$ cat src/rtl/lsu_access_ctrl.sv
// lsu_access_ctrl: sequences one load/store between the execute stage and a
// 64-bit data memory. It captures the access on start and then runs a
// request/acknowledge handshake with the memory. Upstream is stalled until
// the memory acks or a timeout expires. The block also does byte-lane
// steering for stores and sign/zero extension for loads.
//
// Optional build macro: MISALIGN_TRAP_EN
//   defined   - a naturally misaligned access goes straight to ERR at start
//               and never raises mem_req.
//   undefined - a misaligned access is issued as-is; lanes past 7 are dropped.
//
// state | meaning
// ------+----------------------------------------------------------
// IDLE  | waiting for start; stall follows start combinationally
// REQ   | mem_req held, counting cycles toward TIMEOUT
// DONE  | one-cycle done pulse, start ignored
// ERR   | one-cycle err pulse (timeout or trapped misalignment)

module lsu_access_ctrl #(
    parameter int unsigned TIMEOUT = 16
) (
    input  logic        clk,
    input  logic        reset,
    input  logic        start,
    input  logic        is_store,
    input  logic [1:0]  size,
    input  logic        unsigned_ld,
    input  logic [63:0] addr,
    input  logic [63:0] wdata,
    output logic        mem_req,
    output logic        mem_we,
    output logic [63:0] mem_addr,
    output logic [7:0]  mem_be,
    output logic [63:0] mem_wdata,
    input  logic        mem_ack,
    input  logic [63:0] mem_rdata,
    output logic        stall,
    output logic        done,
    output logic [63:0] rdata,
    output logic        err
);

    typedef enum logic [1:0] {
        S_IDLE = 2'd0,
        S_REQ  = 2'd1,
        S_DONE = 2'd2,
        S_ERR  = 2'd3
    } state_t;

    // Counter value on the last REQ cycle that may still accept an ack.
    localparam logic [7:0] CNT_LAST = 8'(TIMEOUT - 1);

    state_t      state_q, state_d;
    logic [7:0]  cnt_q, cnt_d;

    logic        store_q;
    logic [1:0]  size_q;
    logic        uns_q;
    logic [2:0]  off_q;

    logic        mem_req_q;
    logic        mem_we_q;
    logic [63:0] mem_addr_q;
    logic [7:0]  mem_be_q;
    logic [63:0] mem_wdata_q;
    logic        done_q;
    logic        err_q;
    logic [63:0] rdata_q;

    logic [7:0]  base_be;
    logic [63:0] wmask;
    logic [7:0]  in_be;
    logic [63:0] in_wdata;
    logic        misaligned;
    logic [63:0] rd_shift;
    logic [63:0] ld_ext;

    // Byte enables, store data steering and alignment check for the incoming access.
    always_comb begin
        base_be    = 8'h01;
        wmask      = 64'h0000_0000_0000_00FF;
        misaligned = 1'b0;
        case (size)
            2'b00: begin
                base_be    = 8'h01;
                wmask      = 64'h0000_0000_0000_00FF;
                misaligned = 1'b0;
            end
            2'b01: begin
                base_be    = 8'h03;
                wmask      = 64'h0000_0000_0000_FFFF;
                misaligned = addr[0];
            end
            2'b10: begin
                base_be    = 8'h0F;
                wmask      = 64'h0000_0000_FFFF_FFFF;
                misaligned = (addr[1:0] != 2'b00);
            end
            default: begin
                base_be    = 8'hFF;
                wmask      = 64'hFFFF_FFFF_FFFF_FFFF;
                misaligned = (addr[2:0] != 3'b000);
            end
        endcase
        in_be    = base_be << addr[2:0];
        in_wdata = (wdata & wmask) << {addr[2:0], 3'b000};
    end

    // Right-align the raw doubleword and extend it according to the captured size.
    always_comb begin
        rd_shift = mem_rdata >> {off_q, 3'b000};
        ld_ext   = rd_shift;
        case (size_q)
            2'b00:   ld_ext = uns_q ? {56'd0, rd_shift[7:0]}
                                    : {{56{rd_shift[7]}}, rd_shift[7:0]};
            2'b01:   ld_ext = uns_q ? {48'd0, rd_shift[15:0]}
                                    : {{48{rd_shift[15]}}, rd_shift[15:0]};
            2'b10:   ld_ext = uns_q ? {32'd0, rd_shift[31:0]}
                                    : {{32{rd_shift[31]}}, rd_shift[31:0]};
            default: ld_ext = rd_shift;
        endcase
    end

    // Next-state, wait counter and combinational stall.
    always_comb begin
        state_d = state_q;
        cnt_d   = cnt_q;
        stall   = 1'b0;
        case (state_q)
            S_IDLE: begin
                if (start) begin
                    stall = 1'b1;
                    cnt_d = 8'd0;
`ifdef MISALIGN_TRAP_EN
                    state_d = misaligned ? S_ERR : S_REQ;
`else
                    state_d = S_REQ;
`endif
                end
            end
            S_REQ: begin
                stall = 1'b1;
                cnt_d = cnt_q + 8'd1;
                // An ack on the final counted cycle still completes normally.
                if (mem_ack) begin
                    state_d = S_DONE;
                end else if (cnt_q == CNT_LAST) begin
                    state_d = S_ERR;
                end
            end
            S_DONE:  state_d = S_IDLE;
            S_ERR:   state_d = S_IDLE;
            default: state_d = S_IDLE;
        endcase
    end

    // State register, registered outputs and captured access fields.
    always_ff @(posedge clk) begin
        if (reset) begin
            state_q     <= S_IDLE;
            cnt_q       <= 8'd0;
            store_q     <= 1'b0;
            size_q      <= 2'b00;
            uns_q       <= 1'b0;
            off_q       <= 3'd0;
            mem_req_q   <= 1'b0;
            mem_we_q    <= 1'b0;
            mem_addr_q  <= 64'd0;
            mem_be_q    <= 8'd0;
            mem_wdata_q <= 64'd0;
            done_q      <= 1'b0;
            err_q       <= 1'b0;
            rdata_q     <= 64'd0;
        end else begin
            state_q   <= state_d;
            cnt_q     <= cnt_d;
            mem_req_q <= (state_d == S_REQ);
            done_q    <= (state_d == S_DONE);
            err_q     <= (state_d == S_ERR);
            if (state_q == S_IDLE && state_d == S_REQ) begin
                store_q     <= is_store;
                size_q      <= size;
                uns_q       <= unsigned_ld;
                off_q       <= addr[2:0];
                mem_we_q    <= is_store;
                mem_addr_q  <= {addr[63:3], 3'b000};
                mem_be_q    <= in_be;
                mem_wdata_q <= in_wdata;
            end
            if (state_q == S_REQ && mem_ack && !store_q) begin
                rdata_q <= ld_ext;
            end
        end
    end

    // The misalignment flag only steers the FSM when the trap is built in.
    logic unused_misaligned;
    assign unused_misaligned = misaligned;

    assign mem_req   = mem_req_q;
    assign mem_we    = mem_we_q;
    assign mem_addr  = mem_addr_q;
    assign mem_be    = mem_be_q;
    assign mem_wdata = mem_wdata_q;
    assign done      = done_q;
    assign err       = err_q;
    assign rdata     = rdata_q;

endmodule

$ cat config.mk
export PLATFORM = sky130hd
export DESIGN_NAME = lsu_access_ctrl
export DESIGN_NICKNAME = d
export VERILOG_FILES = /design/src/rtl/lsu_access_ctrl.sv
export SDC_FILE = /design/constraint.sdc
export NUM_CORES = 1
export LEC_CHECK = 0
export CAP_MARGIN = 10
export CORE_ASPECT_RATIO = 0.75
export CORE_MARGIN = 5
export CORE_UTILIZATION = 46
export CTS_CLUSTER_DIAMETER = 30
export CTS_CLUSTER_SIZE = 30
export DETAILED_ROUTE_END_ITERATION = 10
export PLACE_DENSITY = 0.82
export SLEW_MARGIN = 25
export SYNTH_ARGS = -nofsm -noshare
export SYNTH_HDL_FRONTEND = slang
export SYNTH_SLANG_ARGS = --single-unit
export TNS_END_PERCENT = 5
$ cat constraint.sdc
create_clock -name clk -period 2.5 [get_ports clk]
set_clock_uncertainty 0.15 [all_clocks]
set_input_delay 0.75 -clock clk [delete_from_list [all_inputs] [get_ports clk]]
set_output_delay 0.75 -clock clk [all_outputs]
set_load 0.01 [all_outputs]
# Word-level counts from Yosys, hierarchy flattened
# Cells that the tools add are included.
classes:
  addsub: 1
  eq_ne: 12
  n_shift: 3
  muxes: 14
  n_bitwise: 1
  reduce_logical: 10
op_table:
  columns: ["op", "n"]
  rows:
  - ["one-hot mux 64 bit (3 select lines)", 2]
  - ["two-way mux 64 bit", 3]
  - ["AND 64 bit", 1]
  - ["left shift 64 x 6 -> 64 bit", 1]
  - ["right shift 64 x 6 -> 64 bit", 1]
  - ["one-hot mux 8 bit (3 select lines)", 1]
  - ["one-hot mux 8 bit (2 select lines)", 1]
  - ["== test 2 bit (second input constant)", 6]
  - ["adder 8 x 1 -> 8 bit (second input constant)", 1]
  - ["== test 2 x 1 -> 1 bit (second input constant)", 4]
  - ["== test 8 x 4 -> 1 bit (second input constant)", 1]
  - ["two-way mux 8 bit", 1]
  - ["left shift 8 x 3 -> 8 bit", 1]
  - ["zero test 2 bit", 3]
  - ["two-way mux 2 bit", 3]
  - ["one-hot mux 2 bit (3 select lines)", 1]
  - ["logical AND 1 bit", 3]
  - ["!= test 2 bit (second input constant)", 1]
  - ["one-hot mux 1 bit (2 select lines)", 1]
  - ["AND reduction 2 bit", 1]
  - ["nonzero test 2 bit", 1]
  - ["OR reduction 2 bit", 1]
  - ["zero test 1 bit", 1]
  - ["two-way mux 1 bit", 1]
word_totals:
  regBits: 217
  inputBits: 200
  out_inout_bits: 205
  wordCells: 54

# Logic depth before layout (Yosys ltp)
depth:
  ltp_word: 6
  ltp_mapped: 9

# Least setup slack after synthesis
# Ideal clock, no wire load.
synth_path:
  path_kind: "input-to-reg"
  startpoint: "input mem_rdata[39]"
  endpoint: "register rdata_q[32], in the netlist rdata[32]"
  setup_time_ns: 0.130
  arrival_time_ns: 2.131
  slack_ns: 0.089
  stages: 7
  path_buffers: 2
  path_cell_list: "mux2_4 > nor3b_1 > nor4_4 > and4b_1 > buf_6 > buf_12 > a21oi_4"
synth_via:
  elab_chain_cells: 3
synth_rtl:
  columns: ["item", "line", "text"]
  rows:
  - ["start: declaration", "36", "input logic [63:0] mem_rdata,"]
  - ["right shift 64 x 6 -> 64 bit (*)", "111", "rd_shift = mem_rdata >> {off_q, 3'b000};"]
  - ["two-way mux 64 bit (on tied branches)", "118, 114, 116", null]
  - ["one-hot mux 64 bit (3 select lines) (*)", "113", "case (size_q)"]
  - ["end signal: assignment", "191", "rdata_q <= ld_ext;"]
  - ["end: declaration", "68", "logic [63:0] rdata_q;"]
# Every way passes the cells marked *; elsewhere a longest branch is shown, timed or not.
# A chain may end at the register's enable or synchronous reset.

# Worst setup path after layout
layout_path:
  startpoint: "register off_q[1]"
  endpoint: "register rdata_q[48], in the netlist rdata[48]"
layout_via:
  elab_chain_cells: 3
layout_rtl:
  columns: ["item", "line", "text"]
  rows:
  - ["start: declaration", "59", "logic [2:0] off_q;"]
  - ["start signal: assignment", "184", "off_q <= addr[2:0];"]
  - ["right shift 64 x 6 -> 64 bit (*)", "111", null]
  - ["two-way mux 64 bit (on tied branches)", "118, 114, 116", null]
  - ["one-hot mux 64 bit (3 select lines) (*)", "113", null]
# Marked as above.

==> metrics.csv <==
metric,value,unit
P&R area growth vs syn,58.83,%
Post-synth EDFFs,0,
hpwl dp,33100,um
"commonest non-fill, non-tap cell in the layout",clkdlybuf4s50_1,
DR pass1 iterations,6,
DRC Markers,0,
r2r endpoint,rdata[48],
pwr dens,666.6,nW/um^2
Min-Delay Path Class,reg -> reg,
CTS Sinks,217,
initial antenna violation count,2,
setup TNS,0,ns
CP Capture Type,register,
final worst slack,0.04617,ns
DRC marker count from the first detailed-route iteration,1494,
Placeable Area,23970,um^2
RSZ-0062 raised after global routing,no,
worst flop-to-flop path startpoint,off_q[1],
number of global-route vias before repair,12380,
"Clk Latency, worst-skew pair",0.51,ns
ys flop type,dfxtp_1,
pre-CTS WS,-0.5971,ns
via/cell ratio,5.796,
Clock Tree Buf Depth,3,
R2R depth,6,
status,"complete, no violations",
Final #Nets,2046,
WP data arrival,2.70,ns
Fin. Hold Viols,0,
CTS Hold Buffers Added,0,
Hold Path Depth,2,
Max VDD drop,504.7,uV
die area,27630,um^2
"Slew Viols, Final",0,
r2r setup slk,0.05,ns
crit path time final,2.454,ns
#FFs+latches synth,217,
# diodes,0,
Initial Utilization,0.4677,
Horiz. Die Dim,190.3,um
Max Clk Rate,407.5,MHz
port bufs,401,
vias post-DR,12810,
most frequent cells in the layout,"390 x clkdlybuf4s50_1, 261 x nand2_1, 214 x dfxtp_1",
first-pass GRT wire length,69370,um
leakage,6.629,nW
max capacitance violation total,0,
CTS root buffer,clkbuf_16,
CTS tree,done,
Crit Path Category,reg -> reg,
drt wl/cell,20.66,um
startpoint types,register,
final setup vio count,0,
critical path launch point,off_q[1],
final wirelength,45650,um
synth unique cells,59,
FILL cells,1698,
"CTS clk-pin slew, worst paths",0.05,ns
Core Rows,49,
io pins,405,
Slew HR,0.4869,
cells after synthesis,1393,
Inserted Clock Buffers,42,
"Seq/Total Area, Yosys",0.3875,
critical path capture point,rdata[48],
worst-margin pin slew,0.7681,ns
period utilisation layout,0.9815,
H-tree depth,2,
Critical Path RT,2.74,ns
RePlAce Congestion,0.9762,
Die Y,145.2,um
largest net degree at the start of global routing,117,
Total GRT Usage,0.3068,
crit path max fanout,16,
Netlist Area Pre-Place,11210,um^2
Post-synth ARST share,0,
Syn Area/Cell,8.049,um^2
layout cells sized above 1,0.1607,
Detail Route Antenna Nets,0,
Syn. warnings,0,
total gr overflow,0,
## registers in the layout, indices dropped and copies added (netlist names), 2 cells and up
| register | cells |
|---|---|
| cnt_q | 8 |
| mem_be | 8 |
| mem_wdata | 64 |
| rdata | 64 |
| mem_addr | 61 |
| size_q | 2 |
| off_q | 3 |
| state_q | 2 |
## final cells by class
cell class,instances,area (um^2),share of cell area
multi-input cells,1041,6304,0.3540
repair buffers,536,5269,0.2959
flip-flops and latches,217,4350,0.2443
clock buffers,50,1152,0.06471
well taps,331,414.1,0.02326
clock inverters,28,292.8,0.01644
inverters,7,26.28,0.001475
## timing repair
| item | in CTS | in global routing |
|---|---|---|
| gates cloned | 0 | 4 |
| resized for setup | 8 | 17 |
| buffers inserted | 1 | 0 |
| endpoints found under the setup margin | 3 | 49 |
| pin swaps | 0 | 3 |
## Yosys cell counts (17+ instances only)
cell	n	area share
mux2_2	30	0.030
nor2b_1	23	0.013
a211oi_1	32	0.021
nand3_1	27	0.012
nand2_1	262	0.088
nor3_1	39	0.017
dfxtp_1	217	0.39
nor2_1	102	0.034
a21oi_1	138	0.062
a31oi_1	17	0.0095
buf_2	20	0.0089
clkbuf_1	86	0.029
nand2b_1	27	0.015
o21ai_0	104	0.046
a22oi_1	25	0.017
a21oi_4	20	0.029
mux2i_1	68	0.061
## critical path: stages, from the launching register on
cell,delay [ns]
dfxtp_4,0.49
mux2_2,0.38
mux4_2,0.49
nand3_2,0.10
and4b_4,0.43
clkbuf_16,0.23
a21oi_4,0.05
## logic make-up after synthesis
| group | Yosys count | share of synthesized area |
|---|---|---|
| compound gates | 413 | 0.2425 |
| buf+inv | 137 | 0.05535 |
| mux | 108 | 0.1099 |
| flops | 217 | 0.3875 |
| fa+ha+maj | 1 | 0.001116 |
| simple gates | 516 | 0.2033 |
| other cells | 1 | 0.0003345 |
## metrics by stage
stage	utilization	instances	hold slack [ns]	total power, mW	instance area, um^2
floorplan	-	1395	0.2967	4.958	11220
CTS	0.7367	2206	0.3018	11.87	17660
detailed placement	0.6761	2127	0.2959	6.224	16210
global placement	0.6761	2127	0.2913	6.176	16210
finish	0.7429	2210	0.3024	11.87	17810
global route	0.7429	2210	0.3169	12.28	17810
## metal layers
metal / up-vias / global-route usage / part of all wire
li1: 5851 / - / -
met1: 5940 / 0.4088 / 0.40
met2: 865 / 0.4752 / 0.44
met3: 149 / 0.08838 / 0.12
met4: 4 / 0.1131 / 0.039
met5: - / 0 / 0.00033
## how the worst min path moves through the flow
stage / start / endpoint / slack, ns
2_1_floorplan: cnt_q[7] / cnt_q[7] / 0.30
3_3_place_gp: mem_wdata[1] / mem_wdata[1] / 0.29
3_5_place_dp: mem_addr[41] / mem_addr[41] / 0.30
4_1_cts: mem_wdata[1] / mem_wdata[1] / 0.30
5_1_grt: mem_addr[54] / mem_addr[54] / 0.32
6_report: mem_addr[17] / mem_addr[17] / 0.30
## report_power, final
group	leakage, nW	switching [mW]	total (mW)	internal (mW)
Combinational	4.16	1.20	2.42	1.22
Sequential	1.78	0.148	3.83	3.68
Clock	0.688	1.97	5.62	3.65
Total	6.63	3.33	11.9	8.54
(Power assumes the default switching activity.)
